**src/rtl/amm_rd_master_pkg.sv**
```systemverilog
// Shared types and helpers for the Avalon-MM read master and its response buffer.
package amm_rd_master_pkg;

  typedef enum logic [1:0] {
    IDLE  = 2'd0,
    ISSUE = 2'd1,
    DRAIN = 2'd2
  } state_t;

  // Occupancy counters need one extra bit so that "full" is representable.
  function automatic int cnt_width(input int depth);
    return $clog2(depth) + 1;
  endfunction

endpackage

```
**src/rtl/amm_rd_master_if.sv**
```systemverilog
// Command, Avalon-MM read and output stream signals of the read master.
interface amm_rd_master_if #(
  parameter int DATA_WIDTH = 64,
  parameter int ADDR_WIDTH = 10,
  parameter int LEN_WIDTH  = 11
);
  logic                  cmd_valid_i;
  logic                  cmd_ready_o;
  logic [ADDR_WIDTH-1:0] cmd_addr_i;
  logic [LEN_WIDTH-1:0]  cmd_len_i;
  logic [ADDR_WIDTH-1:0] amm_address_o;
  logic                  amm_read_o;
  logic [DATA_WIDTH-1:0] amm_readdata_i;
  logic                  amm_readdatavalid_i;
  logic                  amm_waitrequest_i;
  logic [DATA_WIDTH-1:0] data_o;
  logic                  data_valid_o;
  logic                  data_last_o;
  logic                  data_ready_i;
  logic                  busy_o;

  modport master (
    input  cmd_valid_i, cmd_addr_i, cmd_len_i,
    input  amm_readdata_i, amm_readdatavalid_i, amm_waitrequest_i,
    input  data_ready_i,
    output cmd_ready_o, amm_address_o, amm_read_o,
    output data_o, data_valid_o, data_last_o, busy_o
  );

  modport slave (
    output cmd_valid_i, cmd_addr_i, cmd_len_i,
    output amm_readdata_i, amm_readdatavalid_i, amm_waitrequest_i,
    output data_ready_i,
    input  cmd_ready_o, amm_address_o, amm_read_o,
    input  data_o, data_valid_o, data_last_o, busy_o
  );
endinterface

```
**src/rtl/amm_rd_fifo.sv**
```systemverilog
// Show-ahead response buffer: the head entry is always visible on rdata.
// Push and pop may coincide, including when full.
module amm_rd_fifo
  import amm_rd_master_pkg::*;
#(
  parameter int WIDTH = 65,
  parameter int DEPTH = 8
) (
  input  logic                        clk,
  input  logic                        rst_n,
  input  logic                        push,
  input  logic                        pop,
  input  logic [WIDTH-1:0]            wdata,
  output logic [WIDTH-1:0]            rdata,
  output logic                        empty,
  output logic                        full,
  output logic [cnt_width(DEPTH)-1:0] count
);
  localparam int CNT_W = cnt_width(DEPTH);
  localparam int PTR_W = $clog2(DEPTH);

  logic [WIDTH-1:0] r_mem [DEPTH];
  logic [PTR_W-1:0] r_wr_ptr;
  logic [PTR_W-1:0] r_rd_ptr;
  logic [CNT_W-1:0] r_count;
  logic             w_do_push;
  logic             w_do_pop;

  assign w_do_pop  = pop & (r_count != '0);
  assign w_do_push = push & ((r_count != CNT_W'(DEPTH)) | w_do_pop);

  // Pointer and occupancy tracking
  always_ff @(posedge clk or negedge rst_n) begin
    if (!rst_n) begin
      r_wr_ptr <= '0;
      r_rd_ptr <= '0;
      r_count  <= '0;
    end else begin
      if (w_do_push) begin
        r_wr_ptr <= r_wr_ptr + PTR_W'(1);
      end
      if (w_do_pop) begin
        r_rd_ptr <= r_rd_ptr + PTR_W'(1);
      end
      r_count <= r_count + CNT_W'(w_do_push) - CNT_W'(w_do_pop);
    end
  end

  // Storage array; contents are don't-care until written
  always_ff @(posedge clk) begin
    if (w_do_push) begin
      r_mem[r_wr_ptr] <= wdata;
    end
  end

  assign rdata = r_mem[r_rd_ptr];
  assign empty = (r_count == '0);
  assign full  = (r_count == CNT_W'(DEPTH));
  assign count = r_count;

endmodule

```
**src/rtl/amm_rd_master_chk.sv**
```systemverilog
// Protocol and buffering invariants of the read master, checked in simulation.
module amm_rd_master_chk #(
  parameter int ADDR_WIDTH = 10,
  parameter int CNT_W      = 4
) (
  input logic                  clk,
  input logic                  rst_n,
  input logic                  push,
  input logic                  pop,
  input logic                  full,
  input logic                  read,
  input logic                  waitrequest,
  input logic [ADDR_WIDTH-1:0] address,
  input logic [CNT_W-1:0]      inflight
);

  a_no_overflow: assert property (@(posedge clk) disable iff (!rst_n)
    !(push && full && !pop));

  a_rdv_tracked: assert property (@(posedge clk) disable iff (!rst_n)
    push |-> (inflight != '0));

  a_read_held: assert property (@(posedge clk) disable iff (!rst_n)
    (read && waitrequest) |=> (read && $stable(address)));

endmodule

```
**src/rtl/amm_rd_master.sv**
```systemverilog
// Avalon-MM pipelined read master: issues sequential word reads under a
// buffer-credit limit and streams the returned words out in order.
module amm_rd_master
  import amm_rd_master_pkg::*;
#(
  parameter int DATA_WIDTH = 64,
  parameter int ADDR_WIDTH = 10,
  parameter int LEN_WIDTH  = 11,
  parameter int FIFO_DEPTH = 8
) (
  input logic              clk,
  input logic              rst_n,
  amm_rd_master_if.master  bus
);
  localparam int CNT_W = cnt_width(FIFO_DEPTH);
  localparam int SUM_W = CNT_W + 1;

  state_t                r_state;
  state_t                w_state_nxt;
  logic [ADDR_WIDTH-1:0] r_addr;
  logic [ADDR_WIDTH-1:0] w_addr_nxt;
  logic                  r_read;
  logic                  w_read_nxt;
  logic [LEN_WIDTH-1:0]  r_issue_left;
  logic [LEN_WIDTH-1:0]  w_issue_left_nxt;
  logic [LEN_WIDTH-1:0]  r_recv_left;
  logic [LEN_WIDTH-1:0]  w_recv_left_nxt;
  logic [CNT_W-1:0]      r_inflight;
  logic [CNT_W-1:0]      w_inflight_nxt;
  logic                  r_cmd_ready;
  logic                  r_busy;

  logic                  w_cmd_acc;
  logic                  w_rd_acc;
  logic                  w_push;
  logic                  w_pop;
  logic                  w_credit;
  logic                  w_empty;
  logic                  w_full;
  logic [CNT_W-1:0]      w_count;
  logic [CNT_W-1:0]      w_count_nxt;
  logic [DATA_WIDTH:0]   w_fifo_wdata;
  logic [DATA_WIDTH:0]   w_fifo_rdata;

  assign w_cmd_acc = bus.cmd_valid_i & r_cmd_ready;
  assign w_rd_acc  = r_read & ~bus.amm_waitrequest_i;
  assign w_push    = bus.amm_readdatavalid_i;
  assign w_pop     = ~w_empty & bus.data_ready_i;

  // Credit is judged on next-cycle occupancy so a registered read never overcommits the buffer.
  assign w_count_nxt    = w_count + CNT_W'(w_push) - CNT_W'(w_pop);
  assign w_inflight_nxt = r_inflight + CNT_W'(w_rd_acc) - CNT_W'(w_push);
  assign w_credit       = (SUM_W'(w_inflight_nxt) + SUM_W'(w_count_nxt)) < SUM_W'(FIFO_DEPTH);

  assign w_fifo_wdata = {(r_recv_left == LEN_WIDTH'(1)), bus.amm_readdata_i};

  // Next-state and next-register values
  always_comb begin
    w_state_nxt      = r_state;
    w_addr_nxt       = r_addr;
    w_read_nxt       = r_read;
    w_issue_left_nxt = r_issue_left;
    if (w_push && (r_recv_left != '0)) begin
      w_recv_left_nxt = r_recv_left - LEN_WIDTH'(1);
    end else begin
      w_recv_left_nxt = r_recv_left;
    end
    case (r_state)
      IDLE: begin
        w_read_nxt = 1'b0;
        if (w_cmd_acc && (bus.cmd_len_i != '0)) begin
          w_state_nxt      = ISSUE;
          w_addr_nxt       = bus.cmd_addr_i;
          w_issue_left_nxt = bus.cmd_len_i;
          w_recv_left_nxt  = bus.cmd_len_i;
          w_read_nxt       = w_credit;
        end else begin
          w_state_nxt = IDLE;
        end
      end
      ISSUE: begin
        if (w_rd_acc) begin
          w_addr_nxt       = r_addr + ADDR_WIDTH'(1);
          w_issue_left_nxt = r_issue_left - LEN_WIDTH'(1);
        end else begin
          w_addr_nxt = r_addr;
        end
        if (r_read && bus.amm_waitrequest_i) begin
          w_read_nxt = 1'b1;
        end else if (w_rd_acc && (r_issue_left == LEN_WIDTH'(1))) begin
          w_read_nxt  = 1'b0;
          w_state_nxt = DRAIN;
        end else begin
          w_read_nxt = w_credit;
        end
      end
      DRAIN: begin
        w_read_nxt = 1'b0;
        if (w_pop && w_fifo_rdata[DATA_WIDTH]) begin
          w_state_nxt = IDLE;
        end else begin
          w_state_nxt = DRAIN;
        end
      end
      default: begin
        w_state_nxt = IDLE;
        w_read_nxt  = 1'b0;
      end
    endcase
  end

  // State, address, request and counter registers
  always_ff @(posedge clk or negedge rst_n) begin
    if (!rst_n) begin
      r_state      <= IDLE;
      r_addr       <= '0;
      r_read       <= 1'b0;
      r_issue_left <= '0;
      r_recv_left  <= '0;
      r_inflight   <= '0;
      r_cmd_ready  <= 1'b1;
      r_busy       <= 1'b0;
    end else begin
      r_state      <= w_state_nxt;
      r_addr       <= w_addr_nxt;
      r_read       <= w_read_nxt;
      r_issue_left <= w_issue_left_nxt;
      r_recv_left  <= w_recv_left_nxt;
      r_inflight   <= w_inflight_nxt;
      r_cmd_ready  <= (w_state_nxt == IDLE);
      r_busy       <= (w_state_nxt != IDLE);
    end
  end

  amm_rd_fifo #(
    .WIDTH (DATA_WIDTH + 1),
    .DEPTH (FIFO_DEPTH)
  ) u_fifo (
    .clk   (clk),
    .rst_n (rst_n),
    .push  (w_push),
    .pop   (w_pop),
    .wdata (w_fifo_wdata),
    .rdata (w_fifo_rdata),
    .empty (w_empty),
    .full  (w_full),
    .count (w_count)
  );

  amm_rd_master_chk #(
    .ADDR_WIDTH (ADDR_WIDTH),
    .CNT_W      (CNT_W)
  ) u_chk (
    .clk         (clk),
    .rst_n       (rst_n),
    .push        (w_push),
    .pop         (w_pop),
    .full        (w_full),
    .read        (r_read),
    .waitrequest (bus.amm_waitrequest_i),
    .address     (r_addr),
    .inflight    (r_inflight)
  );

  assign bus.cmd_ready_o   = r_cmd_ready;
  assign bus.busy_o        = r_busy;
  assign bus.amm_address_o = r_addr;
  assign bus.amm_read_o    = r_read;
  assign bus.data_valid_o  = ~w_empty;
  assign bus.data_o        = w_empty ? '0 : w_fifo_rdata[DATA_WIDTH-1:0];
  assign bus.data_last_o   = ~w_empty & w_fifo_rdata[DATA_WIDTH];

endmodule

```
**src/flat_wrapper.sv**
```systemverilog
// flat-port wrapper written by rule: the top's interface ports become plain ports
module amm_rd_master_flat import amm_rd_master_pkg::*;
#(
  parameter int DATA_WIDTH = 64,
  parameter int ADDR_WIDTH = 10,
  parameter int LEN_WIDTH  = 11,
  parameter int FIFO_DEPTH = 8
)
  (clk, rst_n, bus_cmd_valid_i, bus_cmd_addr_i, bus_cmd_len_i, bus_amm_readdata_i, bus_amm_readdatavalid_i, bus_amm_waitrequest_i, bus_data_ready_i, bus_cmd_ready_o, bus_amm_address_o, bus_amm_read_o, bus_data_o, bus_data_valid_o, bus_data_last_o, bus_busy_o);
  amm_rd_master_if #(.DATA_WIDTH(DATA_WIDTH), .ADDR_WIDTH(ADDR_WIDTH), .LEN_WIDTH(LEN_WIDTH)) bus_i ();
  input logic clk;
  input logic rst_n;
  input wire logic [$bits(bus_i.cmd_valid_i)-1:0] bus_cmd_valid_i;
  input wire logic [$bits(bus_i.cmd_addr_i)-1:0] bus_cmd_addr_i;
  input wire logic [$bits(bus_i.cmd_len_i)-1:0] bus_cmd_len_i;
  input wire logic [$bits(bus_i.amm_readdata_i)-1:0] bus_amm_readdata_i;
  input wire logic [$bits(bus_i.amm_readdatavalid_i)-1:0] bus_amm_readdatavalid_i;
  input wire logic [$bits(bus_i.amm_waitrequest_i)-1:0] bus_amm_waitrequest_i;
  input wire logic [$bits(bus_i.data_ready_i)-1:0] bus_data_ready_i;
  output wire logic [$bits(bus_i.cmd_ready_o)-1:0] bus_cmd_ready_o;
  output wire logic [$bits(bus_i.amm_address_o)-1:0] bus_amm_address_o;
  output wire logic [$bits(bus_i.amm_read_o)-1:0] bus_amm_read_o;
  output wire logic [$bits(bus_i.data_o)-1:0] bus_data_o;
  output wire logic [$bits(bus_i.data_valid_o)-1:0] bus_data_valid_o;
  output wire logic [$bits(bus_i.data_last_o)-1:0] bus_data_last_o;
  output wire logic [$bits(bus_i.busy_o)-1:0] bus_busy_o;
  assign bus_i.cmd_valid_i = bus_cmd_valid_i;
  assign bus_i.cmd_addr_i = bus_cmd_addr_i;
  assign bus_i.cmd_len_i = bus_cmd_len_i;
  assign bus_i.amm_readdata_i = bus_amm_readdata_i;
  assign bus_i.amm_readdatavalid_i = bus_amm_readdatavalid_i;
  assign bus_i.amm_waitrequest_i = bus_amm_waitrequest_i;
  assign bus_i.data_ready_i = bus_data_ready_i;
  assign bus_cmd_ready_o = bus_i.cmd_ready_o;
  assign bus_amm_address_o = bus_i.amm_address_o;
  assign bus_amm_read_o = bus_i.amm_read_o;
  assign bus_data_o = bus_i.data_o;
  assign bus_data_valid_o = bus_i.data_valid_o;
  assign bus_data_last_o = bus_i.data_last_o;
  assign bus_busy_o = bus_i.busy_o;
  amm_rd_master #(.DATA_WIDTH(DATA_WIDTH), .ADDR_WIDTH(ADDR_WIDTH), .LEN_WIDTH(LEN_WIDTH), .FIFO_DEPTH(FIFO_DEPTH)) u_core (.clk(clk), .rst_n(rst_n), .bus(bus_i));
endmodule
```
**config.mk**
```make
export PLATFORM = sky130hd
export DESIGN_NAME = amm_rd_master_flat
export DESIGN_NICKNAME = d
export VERILOG_FILES = /design/src/rtl/amm_rd_master_pkg.sv /design/src/rtl/amm_rd_master_if.sv /design/src/rtl/amm_rd_fifo.sv /design/src/rtl/amm_rd_master_chk.sv /design/src/rtl/amm_rd_master.sv /design/src/flat_wrapper.sv
export SDC_FILE = /design/constraint.sdc
export NUM_CORES = 1
export LEC_CHECK = 0
export ABC_AREA = 1
export CAP_MARGIN = 20
export CORE_ASPECT_RATIO = 1.75
export CORE_MARGIN = 4
export CORE_UTILIZATION = 39
export DETAILED_ROUTE_END_ITERATION = 8
export PLACE_DENSITY = 0.68
export SLEW_MARGIN = 5
export SYNTH_ARGS = -nofsm -noshare
export SYNTH_HDL_FRONTEND = slang
export SYNTH_SLANG_ARGS = --single-unit
```
**constraint.sdc**
```tcl
create_clock -name clk -period 6.22 [get_ports clk]
set_input_delay 1.555 -clock clk [delete_from_list [all_inputs] [get_ports clk]]
set_output_delay 1.555 -clock clk [all_outputs]
set_load 0.1 [all_outputs]
```
### Yosys cells after proc, flatten, opt, wreduce, memory -nomap -nowiden

Memory sizes are Yosys's and may differ from the RTL's.
Index checks and enable logic that the tools add are counted.

* register bits: 51
* input bits: 91
* memory bits (writable): 520
* memories: 1
* logic and storage cells: 76
* output and inout bits: 79

* add/subtract/negate cells: 12
* order comparisons: 1
* equality and inequality tests: 7
* mux-type cells: 21
* reduce and logical (&&, ||, !) cells: 14
* bitwise gates (word level): 9

Memories
* u_core.u_fifo.r_mem: depth 8, bits a word 65, read ports 1, clocked after Yosys merged registers in 0, write ports 1, RTL line amm_rd_fifo.sv:22 `logic [WIDTH-1:0] r_mem [DEPTH];`

Operators with widths (number)
* 64-bit 2-to-1 mux: 1
* 11-bit 2-to-1 mux: 5
* 11-bit by 1-bit == test with 1-bit output (second input constant): 2
* 11-bit case mux with 2 select lines: 1
* 11-bit nonzero test: 2
* 11-bit by 1-bit subtractor with 11-bit output (second input constant): 2
* 10-bit 2-to-1 mux: 2
* 10-bit case mux with 2 select lines: 1
* 4-bit by 1-bit adder with 4-bit output: 3
* 4-bit by 1-bit subtractor with 4-bit output: 3
* 10-bit by 1-bit adder with 10-bit output (second input constant): 1
* 3-bit by 1-bit adder with 3-bit output (second input constant): 2
* 1-bit AND: 6
* 1-bit 2-to-1 mux: 6
* 2-bit 2-to-1 mux: 3
* 2-bit case mux with 3 select lines: 1
* 4-bit by 4-bit adder with 5-bit output: 1
* 1-bit logical AND: 5
* 5-bit by 4-bit less-than comparator with 1-bit output (second input constant): 1
* 2-bit zero test: 2
* 4-bit zero test: 1
* 2-bit by 1-bit != test with 1-bit output (second input constant): 2
* 4-bit != test (second input constant): 1
* 2-bit nonzero test: 2
* other kinds (7): 8

### Logic depth before layout (Yosys ltp)

* word-level depth: 9
* depth in mapped cells: 16
* depth with buffers taken out: 16

### Cells and area by module

Synthesis repeated with hierarchy kept, for this count alone.

* cells, all modules: 2350
* area, all modules: 24866.3 µm²

By module, submodules not included
* amm_rd_fifo: times used 1, area an instance 21438.1 µm², cells each 1803, sequential area each 15865.2 µm²
* amm_rd_master: times used 1, area an instance 3428.3 µm², cells each 547, sequential area each 1027.2 µm²

### Worst setup path before layout

OpenSTA, ideal clock, no wires.

* kind: input to register
* start point: input bus_data_ready_i
* end point: memory u_core.u_fifo.r_mem[0][0], enable pin
* stages: 5
* required time: 5.732 ns
* library setup time: 0.488 ns
* slack: 0.936 ns
* buffers on the path: 0
* data arrival time: 4.796 ns
* cell sequence: nand2_1 > nand3_1 > nand2_1 > or2_1 > nor2_1

* word-level cells in the longest chain between the ends: 6

Ends and longest elaborated chain
* from (decl): RTL line flat_wrapper.sv:19 `input wire logic [$bits(bus_i.data_ready_i)-1:0] bus_data_ready_i;`
* 1-bit AND: RTL line amm_rd_master.sv:48 `assign w_pop = ~w_empty & bus.data_ready_i;`
* 1-bit AND: RTL line amm_rd_fifo.sv:29 `assign w_do_pop = pop & (r_count != '0);`
* 1-bit bitwise OR: RTL line amm_rd_fifo.sv:30 `assign w_do_push = push & ((r_count != CNT_W'(DEPTH)) | w_do_pop);`
* 1-bit AND: RTL line amm_rd_fifo.sv:30
* 1-bit 2-to-1 mux: RTL line amm_rd_fifo.sv:51 `if (w_do_push) begin`
* 1-bit 2-to-1 mux (not written as such): RTL line amm_rd_fifo.sv:52 `r_mem[r_wr_ptr] <= wdata;`
* to (decl): RTL line amm_rd_fifo.sv:22

No other way between the ends.

### Final worst setup path

* start point: register u_core.u_fifo.r_rd_ptr[1]
* end point: output bus_data_o[56]

* word-level cells in the longest chain between the ends: 2

Ends and longest elaborated chain
* from (decl): RTL line amm_rd_fifo.sv:24 `logic [PTR_W-1:0] r_rd_ptr;`
* from (signal assigned): RTL line amm_rd_fifo.sv:43 `r_rd_ptr <= r_rd_ptr + PTR_W'(1);`
* memory read 8 x 65 bit
* 64-bit 2-to-1 mux: RTL line amm_rd_master.sv:170 `assign bus.data_o = w_empty ? '0 : w_fifo_rdata[DATA_WIDTH-1:0];`
* to (decl): RTL line flat_wrapper.sv:23 `output wire logic [$bits(bus_i.data_o)-1:0] bus_data_o;`

No other way between the ends.

==> metrics.txt <==
Min-Delay Path Depth=2; vias post-DR=15900; Initial Util=0.394; Final setup viols=0; routed len/inst=19.7 um; DP HPWL=~32000 um; max-cap violations=0; FF/Latch Area=about 0.017 mm^2; worst setup slack after layout=between 1 and 1.5 ns; post-synth top area share=0.659; Worst R2R End=u_core.u_fifo.r_mem[5][25]$_DFFE_PP_; CP Class=reg -> out; syn_nets=2105; Worst Skew=approximately 0.018 ns; synthesized area=0.0237 mm^2; unrepaired setup endpoints after global routing=false; RR Startpoint=u_core.u_fifo.count[2]$_DFF_PN0_; layout cells sized above 1=0.0919; Synth Instances=1987; # H-tree levels=2; area occupied by multi-input gates=0.00587 mm^2; Placer Congestion=0.828; NumNets Final=2240; Worst R2R Setup Slack=2.64 ns; status=completed; f_max=201 MHz; CP endpoint kind=output pin; initial antenna violation count=7; area delta synth->final=16.2%; Slew @ Worst Pin=1.16 ns; placed inst area=0.0259 mm^2; clk_lat worst skew=0.60 ns; Worst Hold Class=reg -> reg; crit start category=flip-flop; Tcrit/Tclk final=0.798; largest net degree at the start of global routing=roughly 260; # hold bufs at CTS=0; Ys Warns=0; DRC viols=0; Setup TNS=0 ns; Port Buffers=approximately 170; post-CTS resize count=0; Final Hold Viols=0; Yosys reg bits=571; row count=119; min Tclk post-route=4.96 ns; drt initial violations=1295; Seq/Total Area, Yosys=0.713; post-CTS setup repair buffer count=0; Critical Path RT=between 4 and 5 ns; CTS tree=yes; CTS buffer count=52; CP Max Fanout=79; IO Count=170; Die Ht=334 um; post-route ant nets=0; Die Width=194 um; largest cells by area after synthesis=edfxtp_1 (66%), nor2_1 (6.8%), o21ai_0 (6.5%); post-detailed-routing wire length=58300 um; TritonRoute pass-1 iters=5; Num Clock Sinks=571; largest area contributor in the netlist=edfxtp_1; Reg2Reg Depth=10; Slew HR=0.230; vias per inst=5.36; synthesized area per cell=11.9 um^2; core area=0.0602 mm^2; worst-case clock buffer depth=3; Hold Path End=u_core.r_issue_left[6]$_DFFE_PN0P_; total gr overflow=0; final slew viol count=0; GR Util All Layers=0.172; clock-pin transition on the worst setup and hold timing paths=about 0.070 ns; post-place setup slack=1.63 ns; post-synth cell types=37; fin area=0.0275 mm^2; arrival time at the worst endpoint=3.41 ns; CTS root buf=clkbuf_16; die outline area=0.0649 mm^2; vias in the first global route=around 16000; first-pass GRT wire length=88700 um; fill count=5379; Final Hold Slack=0.525 ns; hold_sp=u_core.r_issue_left[6]$_DFFE_PN0P_
## registers in the layout, summed over array words and instances, names as in the netlist, 2 cells and up
signal,cells
u_core.bus.amm_address_o,10
u_core.r_inflight,4
u_core.r_issue_left,11
u_core.r_recv_left,11
u_core.r_state,2
u_core.u_fifo.count,4
u_core.u_fifo.r_mem,520
u_core.u_fifo.r_rd_ptr,3
u_core.u_fifo.r_wr_ptr,3
## critical path, stage by stage (launching register included)
cell and delay [ns]:
dfrtp_4 0.83, buf_4 0.81, o21ai_0 0.21, o22ai_1 0.21, o21ai_1 0.07, nor2_1 0.29, buf_4 0.35
## cells in the final DEF, fill, tap and decap left out, types with 4 or more instances in the layout
cell	Yosys	routed
edfxtp_1	520	520
nor2_1	428	420
o21ai_0	308	308
nand2_1	159	158
o22ai_1	128	128
clkdlybuf4s50_1	0	103
buf_4	10	88
inv_1	86	85
nand3_1	71	71
clkbuf_16	0	52
dfrtp_1	50	47
o21ai_1	42	42
ha_1	24	24
clkinv_2	0	12
clkinv_1	0	12
xor2_1	11	11
nor2_4	0	8
clkbuf_1	40	8
diode_2	0	6
a21oi_1	6	6
clkinvlp_4	0	6
nand4_1	5	5
nand2_2	4	5
buf_12	0	5
xnor2_1	4	4
## how the worst max path moves through the flow
stage	endpoint	cells after the start	slack, ns	from
after global routing	bus_data_o[18]	6	1.02	u_core.u_fifo.r_rd_ptr[1]$_DFFE_PN0P_
after floorplan	u_core.u_fifo.r_mem[0][0]$_DFFE_PP_	5	0.94	bus_data_ready_i
after CTS	bus_data_o[48]	7	0.98	u_core.u_fifo.r_rd_ptr[1]$_DFFE_PN0P_
after detailed placement	bus_data_o[7]	7	1.63	u_core.u_fifo.r_rd_ptr[1]$_DFFE_PN0P_
after global placement	bus_data_o[7]	7	1.61	u_core.u_fifo.r_rd_ptr[1]$_DFFE_PN0P_
final	bus_data_o[56]	6	1.26	u_core.u_fifo.r_rd_ptr[1]$_DFFE_PN0P_
## logic make-up after synthesis
kind of cell | count (synthesis) | synth area share
xor gates and xnor gates | 15 | 0.00555
DFF | 571 | 0.713
buffers and inverters | 205 | 0.0417
AOI/OAI and AO/OA | 486 | 0.110
adders and majority gates | 27 | 0.0152
and+or+nand+nor | 683 | 0.115
## cell usage after synthesis, drive strengths merged
| library cell | n |
|---|---|
| xnor2 | 4 |
| nor2 | 431 |
| buf | 69 |
| nor3 | 3 |
| nand2 | 164 |
| inv | 89 |
| edfxtp | 520 |
| or3 | 1 |
| xor2 | 11 |
| dfstp | 1 |
| fa | 3 |
| o21ai | 350 |
| o22ai | 128 |
| a31o | 1 |
| dfrtp | 50 |
| a21oi | 6 |
| nand3b | 2 |
| and3 | 1 |
| nand3 | 71 |
| or2 | 4 |
| nand4 | 5 |
| ha | 24 |
| clkbuf | 47 |
| o21bai | 1 |
| nor3b | 1 |
## area by class of cell
class,instances,area share
sequential,571,0.614
inverter,89,0.0124
timing repair buffer,197,0.0653
multi-input combinational,1211,0.213
antenna,6,0.000546
tap,786,0.0357
clock inverter,37,0.0100
clock buffer,60,0.0484
## routing by layer
layer / routed length (um) / part of all wire / global-route usage
met3: 3780 / 0.065 / 0.0326
met5: 13 / 0.00022 / 0
met2: 30100 / 0.52 / 0.310
met4: 2050 / 0.035 / 0.0765
met1: 22400 / 0.38 / 0.200
## stage by stage
stage | util | cells
finish | 0.457 | 2957
global route | 0.457 | 2953
CTS | 0.457 | 2950
detailed placement | 0.430 | 2853
global placement | 0.430 | 2853
floorplan | - | 1987
Power is left out: the tool's default activity adds up to more than one toggle a clock period on the data nets, which glitch-free logic cannot reach.
